## src/rtl/crc32_stream_engine.sv

```systemverilog
// rtl/crc32_stream_engine.sv - multi-byte-per-beat Ethernet CRC-32 engine with frame length and residue check
module crc32_stream_engine #(
    parameter int DATA_BYTES = 8,
    parameter int LEN_W      = 16
) (
    input  logic                    clk,
    input  logic                    rst,
    input  logic                    in_valid,
    input  logic                    in_sof,
    input  logic                    in_eof,
    input  logic [8*DATA_BYTES-1:0] in_data,
    input  logic [DATA_BYTES-1:0]   in_keep,
    output logic                    crc_valid,
    output logic [31:0]             crc_out,
    output logic                    crc_ok,
    output logic [LEN_W-1:0]        frame_len,
    output logic                    sync_err
);

    typedef enum logic {IDLE, ACTIVE} state_t;

    localparam logic [31:0] CRC_INIT    = 32'hFFFF_FFFF;
    localparam logic [31:0] CRC_RESIDUE = 32'hDEBB_20E3;

    state_t          state;
    logic [31:0]     crc_reg;
    logic [LEN_W-1:0] len_reg;

    logic [DATA_BYTES-1:0] keep_eff;
    logic [31:0]           crc_next;
    logic [LEN_W:0]        len_sum;
    logic [LEN_W-1:0]      len_next;

    function automatic logic [31:0] crc_byte(input logic [31:0] c_in, input logic [7:0] b);
        logic [31:0] c;
        c = c_in ^ {24'd0, b};
        for (int k = 0; k < 8; k++)
            c = c[0] ? ((c >> 1) ^ 32'hEDB8_8320) : (c >> 1);
        return c;
    endfunction

    // A sof beat always reseeds, even when it aborts a partial frame.
    always_comb begin
        keep_eff = in_eof ? in_keep : {DATA_BYTES{1'b1}};
        crc_next = (in_sof || state == IDLE) ? CRC_INIT : crc_reg;
        len_sum  = {1'b0, (in_sof ? {LEN_W{1'b0}} : len_reg)};
        for (int i = 0; i < DATA_BYTES; i++) begin
            if (keep_eff[i])
                crc_next = crc_byte(crc_next, in_data[8*i +: 8]);
            len_sum = len_sum + {{LEN_W{1'b0}}, keep_eff[i]};
        end
        len_next = len_sum[LEN_W] ? {LEN_W{1'b1}} : len_sum[LEN_W-1:0];
    end

    always_ff @(posedge clk) begin
        if (rst) begin
            state     <= IDLE;
            crc_reg   <= CRC_INIT;
            len_reg   <= '0;
            crc_valid <= 1'b0;
            crc_out   <= '0;
            crc_ok    <= 1'b0;
            frame_len <= '0;
            sync_err  <= 1'b0;
        end else begin
            crc_valid <= 1'b0;
            sync_err  <= 1'b0;
            if (in_valid) begin
                if (in_sof || state == ACTIVE) begin
                    if (in_sof && state == ACTIVE)
                        sync_err <= 1'b1;
                    crc_reg <= crc_next;
                    len_reg <= len_next;
                    if (in_eof) begin
                        state     <= IDLE;
                        crc_valid <= 1'b1;
                        crc_out   <= ~crc_next;
                        crc_ok    <= (crc_next == CRC_RESIDUE);
                        frame_len <= len_next;
                    end else begin
                        state <= ACTIVE;
                    end
                end else begin
                    sync_err <= 1'b1;
                end
            end
        end
    end

endmodule

```

## config.mk

```make
export PLATFORM = sky130hd
export DESIGN_NAME = crc32_stream_engine
export DESIGN_NICKNAME = d
export VERILOG_FILES = /design/src/rtl/crc32_stream_engine.sv
export SDC_FILE = /design/constraint.sdc
export NUM_CORES = 1
export LEC_CHECK = 0
export CAP_MARGIN = 5
export CORE_UTILIZATION = 60
export CTS_CLUSTER_DIAMETER = 60
export DETAILED_ROUTE_END_ITERATION = 10
export GPL_TIMING_DRIVEN = 0
export PLACE_DENSITY = 0.84
export SYNTH_ARGS = -nofsm -noshare
export SYNTH_HDL_FRONTEND = slang
export SYNTH_SLANG_ARGS = --single-unit
```

## constraint.sdc

```tcl
create_clock -name clk -period 29.8 [get_ports clk]
set_input_delay 5.96 -clock clk [delete_from_list [all_inputs] [get_ports clk]]
set_output_delay 5.96 -clock clk [all_outputs]
set_load 0.1 [all_outputs]
```

-- Word-level counts from Yosys, hierarchy flattened
Cells that the tools add are included.
- reductions and logical operators: 7
- equal/unequal tests: 1
- $add $sub $neg: 8
- muxes and demuxes: 80
- bitwise gates (word level): 76
- operator list (operator ; number):
    32-bit 2-to-1 mux ; 73
    13-bit inverter with 14-bit output ; 64
    32-bit by 8-bit bitwise XOR with 32-bit output ; 8
    17-bit by 1-bit adder with 17-bit output ; 7
    32-bit == test (second input constant) ; 1
    16-bit 2-to-1 mux ; 2
    32-bit inverter ; 1
    16-bit by 1-bit adder with 17-bit output ; 1
    8-bit 2-to-1 mux ; 1
    1-bit 2-to-1 mux ; 4
    1-bit inverter ; 3
    3-bit AND reduction ; 1
    3-bit OR reduction ; 1
    1-bit logical OR ; 2
    2-bit AND reduction ; 1
    2-bit OR reduction ; 1
    1-bit logical AND ; 1
- flip-flop bits (word level): 100
- output and inout port bits: 51
- input port bits: 77
- logic and storage cells: 180

-- Depth between registers and ports, before layout
Gate-level depths: netlist of run 1.
- word-level depth: 148
- mapped depth: 41
- depth with buffers taken out: 33

-- Least setup slack after synthesis of run 1
Ideal clock, no wire load.
- kind: input-to-reg
- from: input in_sof
- to: register crc_ok
- setup time: 96 ps
- path slack: 14085 ps
- arrival time: 15619 ps
- stages: 39
- path buffers: 6
- required time: 29704 ps
- path through: clkbuf_1 -> inv_1 -> clkbuf_1 -> ha_1 -> inv_2 -> clkbuf_1 -> clkbuf_1 -> or3_1 -> a211o_1 -> a41oi_1 -> o21bai_1 -> and4_1 -> or3_1 -> nand3b_1 -> xor2_2 -> xnor2_1 -> xnor3_1 -> mux2i_1 -> (+3 left out) -> clkbuf_1 -> mux4_2 -> or2_2 -> buf_2 -> nor3_1 -> nand2_1 -> o2111ai_1 -> a2111oi_4 -> xnor2_1 -> xor3_1 -> mux2i_4 -> xnor2_2 -> xnor3_1 -> mux2i_1 -> nand2_1 -> a2111oi_0 -> nand4_1 -> o41ai_2
- word-level cells in the longest chain between the ends: 109
- elaborated cells on any way between the ends: 149
- those cells by class: eq/ne (1); mux (73); bitwise (72); reduce/logical (3)
- RTL lines (item ; RTL line ; source):
    start, declared ; 9 ; input logic in_sof,
    1-bit logical OR ; 45 ; crc_next = (in_sof || state == IDLE) ? CRC_INIT : crc_reg;
    32-bit 2-to-1 mux ; 45 ;
    32-bit by 8-bit bitwise XOR with 32-bit output ; 36 ; c = c_in ^ {24'd0, b};
    32-bit 2-to-1 mux or 13-bit inverter with 14-bit output (tied branches) ; - ;
    13-bit inverter with 14-bit output (no source line) or 32-bit 2-to-1 mux (tied branches) ; - ;
    32-bit 2-to-1 mux or 13-bit inverter with 14-bit output (tied branches) ; - ;
    13-bit inverter with 14-bit output (no source line) or 32-bit 2-to-1 mux (tied branches) ; - ;
    32-bit 2-to-1 mux or 13-bit inverter with 14-bit output (tied branches) (2 in a row) ; - ;
    (+87 left out) ; - ;
    32-bit 2-to-1 mux, or another cell as far along ; 48 ; if (keep_eff[i])
    32-bit by 8-bit bitwise XOR with 32-bit output, or another cell as far along ; 36 ;
    32-bit 2-to-1 mux or 13-bit inverter with 14-bit output (tied branches) (2 in a row) ; - ;
    13-bit inverter with 14-bit output (no source line) or 32-bit 2-to-1 mux (tied branches) ; - ;
    32-bit 2-to-1 mux or 13-bit inverter with 14-bit output (tied branches) (5 in a row) ; - ;
    32-bit 2-to-1 mux ; 38 ; c = c[0] ? ((c >> 1) ^ 32'hEDB8_8320) : (c >> 1);
    32-bit 2-to-1 mux ; 48 ;
    32-bit == test ; 78 ; crc_ok <= (crc_next == CRC_RESIDUE);
    end signal, assigned ; 78 ;
    end, declared ; 15 ; output logic crc_ok,
Parallel ways exist; a longest one is shown, timed or not.
A chain may end at the register's enable or synchronous reset.

-- Worst setup path in the final report of run 1
Same ends and word-level chain as after synthesis.

==> key figures, run 1 <==
Run status
  – Result of the run: complete, no violations

Finish
  – Leading cell type in the layout, fill and taps excluded: sky130_fd_sc_hd__xnor2_1
  – Fillers: between 2000 and 2500
  – Register area: 2000 um^2
  – Commonest cells after routing, fill and taps aside: sky130_fd_sc_hd__xnor2_1, sky130_fd_sc_hd__nor2_1, sky130_fd_sc_hd__nand2_1
  – Nets@finish: 2374
  – Antenna cells: 0
  – Proportion of layout cells with a drive suffix above 1: 6.77%
  – Synthesis-to-finish area growth: 10.9%
  – Area occupied by multi-input gates: approximately 15000 um^2

Detailed routing
  – Via count: 17600
  – Average detailed-routed wire length per instance: 22.9 um
  – Avg Vias per Cell: around 6.6
  – Aggregate routed wire length: 61.3 mm
  – Number of detailed-routing iterations run before antenna repair: 9
  – DRC violations left: 0
  – Initial detailed-routing violation count: 2297
  – Antenna-violating nets left: 0

Die
  – Starting Density: between 60 and 70%
  – Core area: 28600 um^2
  – Number of standard-cell rows in the floorplan: 62
  – Chip height: ~170 um
  – Total I/O pin count: 128
  – Floorplan die area: 29800 um^2
  – Width of the die: around 170 um

STA
  – RSZ-0062 raised after global routing: false
  – Slew headroom: approximately a fifth
  – Actual slew at the worst max-slew pin: 1.19 ns
  – Hold slack: roughly 0.46 ns
  – Setup TNS after final layout: 0 ns
  – Highest achievable clock rate: 0.0505 GHz
  – Worst setup skew after layout: 0.0108 ns
  – Final Hold Fails: 0
  – Slew Limit Fails: 0
  – Crit share post-route: 66.5%
  – Time the final worst path needs with I/O delays and setup: 19.80 ns
  – Final setup fails: 0

Logic synthesis
  – Avg Inst Size Synth: around 8 um^2
  – Top_reg_cell synth: sky130_fd_sc_hd__dfxtp_1
  – Xor/xnor cell area share of the yosys netlist: 34.7%
  – Simple-gate share of the synthesized area: between 20% and 30%
  – Fraction of registers with async set or reset after synthesis: 0%
  – Combined area of all synthesized cells: 17400 um^2
  – Combinational family with the most area after synthesis: XOR/XNOR gates
  – Number of enable flip-flop cells after synthesis: 0
  – Synth Register Bits: 100
  – Multiplexer share of the synthesized area: 6.95%
  – Post-Synth Adder-Cell Area: approximately 1.1%
  – Synth cell types: 116
  – Net Count, Synth: 2250
  – Warning count from the yosys run: 0
  – Post-synthesis compound-gate area fraction: between 20% and 30%
  – Sequential cell area fraction in the yosys report: a little under an eighth
  – Gate Count Post-Synth: roughly 2200

GRT
  – Pin count of the biggest net entering global routing: 20
  – Met1 routing resource usage after global routing: between 50% and 60%
  – Grt met3 use: under 10%
  – Vias in the first global route: 16400
  – Antenna violations before repair: 0
  – Met2 track demand over resource: 65.1%
  – Most Used Layer, Global Route: met2
  – Total global routing track utilization: 40.0%
  – Global-route wire length before repair: 94.4 mm
  – GRT overflow: 0

CTS
  – Postcts setup bufs: 0
  – Clock slew seen by the registers of the worst setup and hold paths: 0.07 ns
  – Deepest clock path buffer count: 2
  – Clock tree from TritonCTS: built
  – Number of buffers added by the clock tree synthesis step: 9
  – Number of hold buffers added after CTS: 0
  – Cell chosen for the clock root: sky130_fd_sc_hd__clkbuf_16
  – Later-pin clock latency in the skew report: approximately 0.35 ns
  – Clock net sink count: 100
  – H-Tree Depth: 3
  – Cts repair resizes: 0

Hold path
  – Terminating pin of the worst hold path: crc_out[6]$_SDFFE_PP0P_
  – Cells on Worst Hold Path: 2
  – Startpoint of the lowest-slack hold path: crc_out[6]$_SDFFE_PP0P_
  – Min-Delay Path Class: reg -> reg

Worst setup path
  – End of the worst register-to-register path: crc_ok$_SDFFE_PP0P_
  – Peak per-stage delay on the critical path: 0.82 ns
  – CP max-delay cell: sky130_fd_sc_hd__xnor2_1
  – Register-to-register setup slack: ~17 ns
  – Setup Crit Path Kind: in -> reg
  – Most frequent cell on the critical path: sky130_fd_sc_hd__clkbuf_1
  – Origin of the critical flop-to-flop path: state$_SDFFE_PP0P_
  – Startpoint class of the critical path: primary input
  – Worst endpoint required time: 30.05 ns
  – Arrival time at the worst endpoint: 20.06 ns
  – CP endpoint kind: flop
  – Logic depth of the worst register-to-register path: 35
  – Worst Path Max Fanout: 11

Placed design
  – HPWL after DPL: around 49 mm
  – Global placement routability congestion: 1.02
  – IO buf count: 113

Flow run
  – Max_cap viols: 0
## per-layer routing
layer	routed length [um]	vias to the layer above
met4	2290	0
met1	25100	8377
met2	27600	1128
met5	0	-
li1	-	7947
met3	6250	163
## critical path, delay by kind of cell
family | cells | cell delay [ns]
adder cells (fa/ha/maj) | 1 | 0.37
XOR/XNOR | 7 | 3.07
multiplexers | 5 | 1.70
buffers and inverters | 9 | 3.19
AND/OR/NAND/NOR | 8 | 2.22
AO/OA/AOI/OAI | 9 | 3.52
## synth_stat cells (9+ instances only)
library cell | number | share of area (%)
sky130_fd_sc_hd__xor2_1 | 129 | 6.5
sky130_fd_sc_hd__nand2b_1 | 37 | 1.3
sky130_fd_sc_hd__o211ai_1 | 24 | 1.0
sky130_fd_sc_hd__and2_1 | 20 | 0.72
sky130_fd_sc_hd__nor4_1 | 17 | 0.61
sky130_fd_sc_hd__buf_2 | 25 | 0.72
sky130_fd_sc_hd__a22o_1 | 29 | 1.5
sky130_fd_sc_hd__xor2_2 | 9 | 0.84
sky130_fd_sc_hd__dfxtp_1 | 100 | 11
sky130_fd_sc_hd__xnor2_1 | 288 | 14
sky130_fd_sc_hd__xnor3_1 | 68 | 8.8
sky130_fd_sc_hd__mux2i_1 | 93 | 5.3
sky130_fd_sc_hd__nand3b_1 | 10 | 0.43
sky130_fd_sc_hd__inv_1 | 32 | 0.69
sky130_fd_sc_hd__nor3_1 | 45 | 1.3
sky130_fd_sc_hd__nand4_1 | 33 | 1.2
sky130_fd_sc_hd__buf_1 | 22 | 0.47
sky130_fd_sc_hd__and3_1 | 21 | 0.75
sky130_fd_sc_hd__clkbuf_1 | 90 | 1.9
sky130_fd_sc_hd__xor3_1 | 16 | 2.2
sky130_fd_sc_hd__o2111ai_1 | 10 | 0.50
sky130_fd_sc_hd__nand2_1 | 160 | 3.4
sky130_fd_sc_hd__nor2b_1 | 18 | 0.65
sky130_fd_sc_hd__nor3b_1 | 9 | 0.39
sky130_fd_sc_hd__a211oi_1 | 31 | 1.3
sky130_fd_sc_hd__a31oi_1 | 24 | 0.86
sky130_fd_sc_hd__a21o_1 | 20 | 0.86
sky130_fd_sc_hd__o21ai_0 | 101 | 2.9
sky130_fd_sc_hd__nor2_1 | 216 | 4.6
sky130_fd_sc_hd__or3_1 | 29 | 1.0
sky130_fd_sc_hd__a21oi_1 | 114 | 3.3
sky130_fd_sc_hd__a211o_1 | 42 | 2.1
sky130_fd_sc_hd__mux2_2 | 14 | 0.90
sky130_fd_sc_hd__nand3_1 | 48 | 1.4
sky130_fd_sc_hd__a21boi_0 | 9 | 0.39
## per-stage QoR
step,cell area [um^2],utilization (%),setup WS (ns),cells
floorplan,17400,-,14.08,2160
global placement,19100,66.6,10.54,2657
detailed placement,19100,66.6,10.38,2657
CTS,19400,67.6,10.71,2673
global route,19400,67.6,9.68,2673
finish,19400,67.6,10.0,2673
## logic make-up after synthesis
group           after synthesis
simple gates                713
xor+xnor                    525
compound gates              514
buf+inv                     181
mux                         114
flops                       100
fa+ha+maj                    13
## cell type report
cell class                 count  area share, %
tap                          384           2.48
sequential                   100           10.3
inverter                      38          0.737
buffer                       143           3.07
multi-input combinational   1879           76.0
clock buffer                   9           1.16
clock inverter                 7          0.375
timing repair buffer         113           5.84
## how the worst max path moves through the flow
stage / from / to
6_report: in_sof / crc_ok$_SDFFE_PP0P_
5_1_grt: in_sof / crc_ok$_SDFFE_PP0P_
4_1_cts: in_sof / crc_ok$_SDFFE_PP0P_
3_5_place_dp: in_sof / crc_ok$_SDFFE_PP0P_
3_3_place_gp: in_sof / crc_ok$_SDFFE_PP0P_
2_1_floorplan: in_sof / crc_ok$_SDFFE_PP0P_
Power of run 1 is left out: the tool's default activity adds up to more than one toggle a clock period on the data nets, which glitch-free logic cannot reach.
==> run 2, diff against run 1 <==
--- a/config.mk
+++ b/config.mk
@@ -6,11 +6,11 @@
 export NUM_CORES = 1
 export LEC_CHECK = 0
 export CAP_MARGIN = 5
-export CORE_UTILIZATION = 60
+export CORE_UTILIZATION = 56
 export CTS_CLUSTER_DIAMETER = 60
 export DETAILED_ROUTE_END_ITERATION = 10
 export GPL_TIMING_DRIVEN = 0
-export PLACE_DENSITY = 0.84
+export PLACE_DENSITY = 0.83
 export SYNTH_ARGS = -nofsm -noshare
 export SYNTH_HDL_FRONTEND = slang
 export SYNTH_SLANG_ARGS = --single-unit
==> constraint.sdc (replaced) <==
create_clock -name clk -period 16.4 [get_ports clk]
set_input_delay 3.28 -clock clk [delete_from_list [all_inputs] [get_ports clk]]
set_output_delay 3.28 -clock clk [all_outputs]
set_load 0.1 [all_outputs]
==> key figures, run 2 (synthesis gave the netlist of run 1 again) <==
Worst setup path
  – Peak per-stage delay on the critical path: 0.66 ns (was 0.82 ns)
  – CP max-delay cell: sky130_fd_sc_hd__a2111oi_4 (was sky130_fd_sc_hd__xnor2_1)
  – Most frequent cell on the critical path: sky130_fd_sc_hd__xnor3_1 (was sky130_fd_sc_hd__clkbuf_1)
  – Register-to-register setup slack: 4.51 ns (was 16.70 ns)
  – Worst endpoint required time: 16.66 ns (was 30.05 ns)
  – Worst Path Max Fanout: 11 (unchanged)
  – Startpoint class of the critical path: primary input (unchanged)
  – CP endpoint kind: flop (unchanged)
  – Sum of buffers and inverters on the critical path: 7 (was 9)
  – Logic depth of the worst register-to-register path: 34 (was 35)
  – Arrival time at the worst endpoint: 16.15 ns (was 20.06 ns)
  – Kind of cell adding the most delay to the critical path: XOR/XNOR gates (was compound AO/OA/AOI/OAI gates)
  – Number of gates on the worst path with buffers counted: 38 (was 39)
  – Setup Crit Path Kind: in -> reg (unchanged)

STA
  – Final Hold Fails: 0 (unchanged)
  – Crit share post-route: 96.9%
  – Actual slew at the worst max-slew pin: 1.23 ns (was 1.19 ns)
  – Slew Limit Fails: 0 (unchanged)
  – Time the final worst path needs with I/O delays and setup: ~16 ns
  – Slew headroom: 17.7% (was 20.4%)
  – Setup TNS after final layout: 0 ns (unchanged)
  – Worst setup skew after layout: 0.0105 ns (was 0.0108 ns)
  – Final setup fails: 0 (unchanged)
  – RSZ-0062 raised after global routing: false (unchanged)
  – Highest achievable clock rate: 0.0629 GHz

Hold path
  – Min-Delay Path Class: reg -> reg (unchanged)
  – Cells on Worst Hold Path: 2 (unchanged)

CTS
  – Clock slew seen by the registers of the worst setup and hold paths: 0.07 ns (about the same)
  – Number of buffers added by the clock tree synthesis step: 9 (unchanged)
  – Deepest clock path buffer count: 2 (unchanged)
  – H-Tree Depth: 3 (unchanged)
  – Number of hold buffers added after CTS: 0 (unchanged)
  – Clock tree from TritonCTS: built (unchanged)
  – Clock net sink count: 100 (unchanged)
  – Cell chosen for the clock root: sky130_fd_sc_hd__clkbuf_16 (unchanged)
  – Later-pin clock latency in the skew report: 0.35 ns (about the same)

Finish
  – Final instance area: 19500 um^2 (was 19400 um^2)
  – Proportion of layout cells with a drive suffix above 1: 7.45% (was 6.77%)
  – Commonest cells after routing, fill and taps aside: sky130_fd_sc_hd__xnor2_1, sky130_fd_sc_hd__nor2_1, sky130_fd_sc_hd__nand2_1 (unchanged)
  – Leading cell type in the layout, fill and taps excluded: sky130_fd_sc_hd__xnor2_1 (unchanged)
  – Final core utilization: 63.8% (was 67.6%)
  – Synthesis-to-finish area growth: 11.9% (was 10.9%)
  – Antenna cells: 0 (unchanged)
  – Nets@finish: 2380 (was 2374)
  – Final instance count without filler cells: 2691 (was 2673)

Placed design
  – Placed standard-cell area: 19100 um^2 (about the same)
  – Global placement routability congestion: 0.997 (was 1.02)
  – HPWL after DPL: 48.8 mm (was 49.2 mm)
  – DP Cell Count: 2669 (was 2657)
  – IO buf count: 113 (unchanged)

GRT
  – Antenna violations before repair: 0 (unchanged)
  – Most Used Layer, Global Route: met2 (unchanged)
  – Met1 routing resource usage after global routing: 50.9% (was 54.1%)
  – Grt met3 use: 3.94% (was 5.58%)
  – Pin count of the biggest net entering global routing: 18 (was 20)
  – Vias in the first global route: 15900 (was 16400)
  – GRT overflow: 0 (unchanged)
  – Global-route wire length before repair: 91.1 mm (was 94.4 mm)
  – Met2 track demand over resource: 59.9% (was 65.1%)
  – Total global routing track utilization: 37.2% (was 40.0%)

Detailed routing
  – Average detailed-routed wire length per instance: 22.4 um (was 22.9 um)
  – Number of detailed-routing iterations run before antenna repair: 6 (was 9)
  – Via count: 17400 (was 17600)
  – Aggregate routed wire length: 60.4 mm (was 61.3 mm)
  – DRC violations left: 0 (unchanged)
  – Antenna-violating nets left: 0 (unchanged)
  – Avg Vias per Cell: 6.46 (was 6.59)
  – Initial detailed-routing violation count: 1926 (was 2297)

Die
  – Starting Density: 57.0% (was 61.0%)
  – Core area: 30600 um^2 (was 28600 um^2)
  – Width of the die: 179 um (was 173 um)
  – Total I/O pin count: 128 (unchanged)
  – Floorplan die area: 31900 um^2 (was 29800 um^2)
  – Chip height: 179 um (was 173 um)
  – Number of standard-cell rows in the floorplan: 64 (was 62)

Run status
  – Result of the run: complete, no violations (unchanged)

Flow run
  – Max_cap viols: 0 (unchanged)
==> run 2: cell count changes in the layout (fill, tap and decap cells not counted), sizes merged <==
cell / change
buf: +6
bufinv: +2
clkbuf: +1
clkinv: -2
clkinvlp: -1
==> run 2: tightest hold or removal path, cell delays in order, from the launching register on <==
cell	delay, ns
sky130_fd_sc_hd__dfxtp_1	0.33
sky130_fd_sc_hd__nand2_1	0.05
sky130_fd_sc_hd__o21ai_0	0.06
==> run 2: worst paths after layout <==
path                                                start                        end
worst max register to register         state$_SDFFE_PP0P_        crc_ok$_SDFFE_PP0P_
worst max-delay path                               in_sof        crc_ok$_SDFFE_PP0P_
worst min register to register  frame_len[6]$_SDFFE_PP0P_  frame_len[6]$_SDFFE_PP0P_
worst min-delay path            frame_len[6]$_SDFFE_PP0P_  frame_len[6]$_SDFFE_PP0P_
==> run 2: what timing repair did <==
item / CTS / global route
buffers inserted: 0 / 6
setup endpoints to repair: 0 / 30
resized for setup: 0 / 15
==> run 2: stage by stage <==
step / setup slack [ns] / hold WS (ns)
floorplan: 3.36 / 0.426
global placement: -0.0790 / 0.437
detailed placement: -0.225 / 0.447
CTS: 0.0692 / 0.475
global route: 0.0228 / 0.499
finish: 0.510 / 0.469
==> run 2: routing by layer <==
metal  routed length [um]  vias up  part of all wire (%)
met5                    0        -                     0
li1                     -     7961                     -
met4                 2500        0                   4.1
met2                27200      988                    45
met3                 5490      172                   9.1
met1                25200     8256                    42
==> run 2: cell type report <==
class / instances / area [um^2]
timing repair buffer: 119 / 1180
buffer: 143 / 597
fill: 2691 / 11100
clock buffer: 10 / 239
clock inverter: 6 / 92.6
sequential: 100 / 2000
multi-input combinational: 1879 / 14800
tap: 396 / 495
inverter: 38 / 143
Power of run 2 is left out for the same reason.
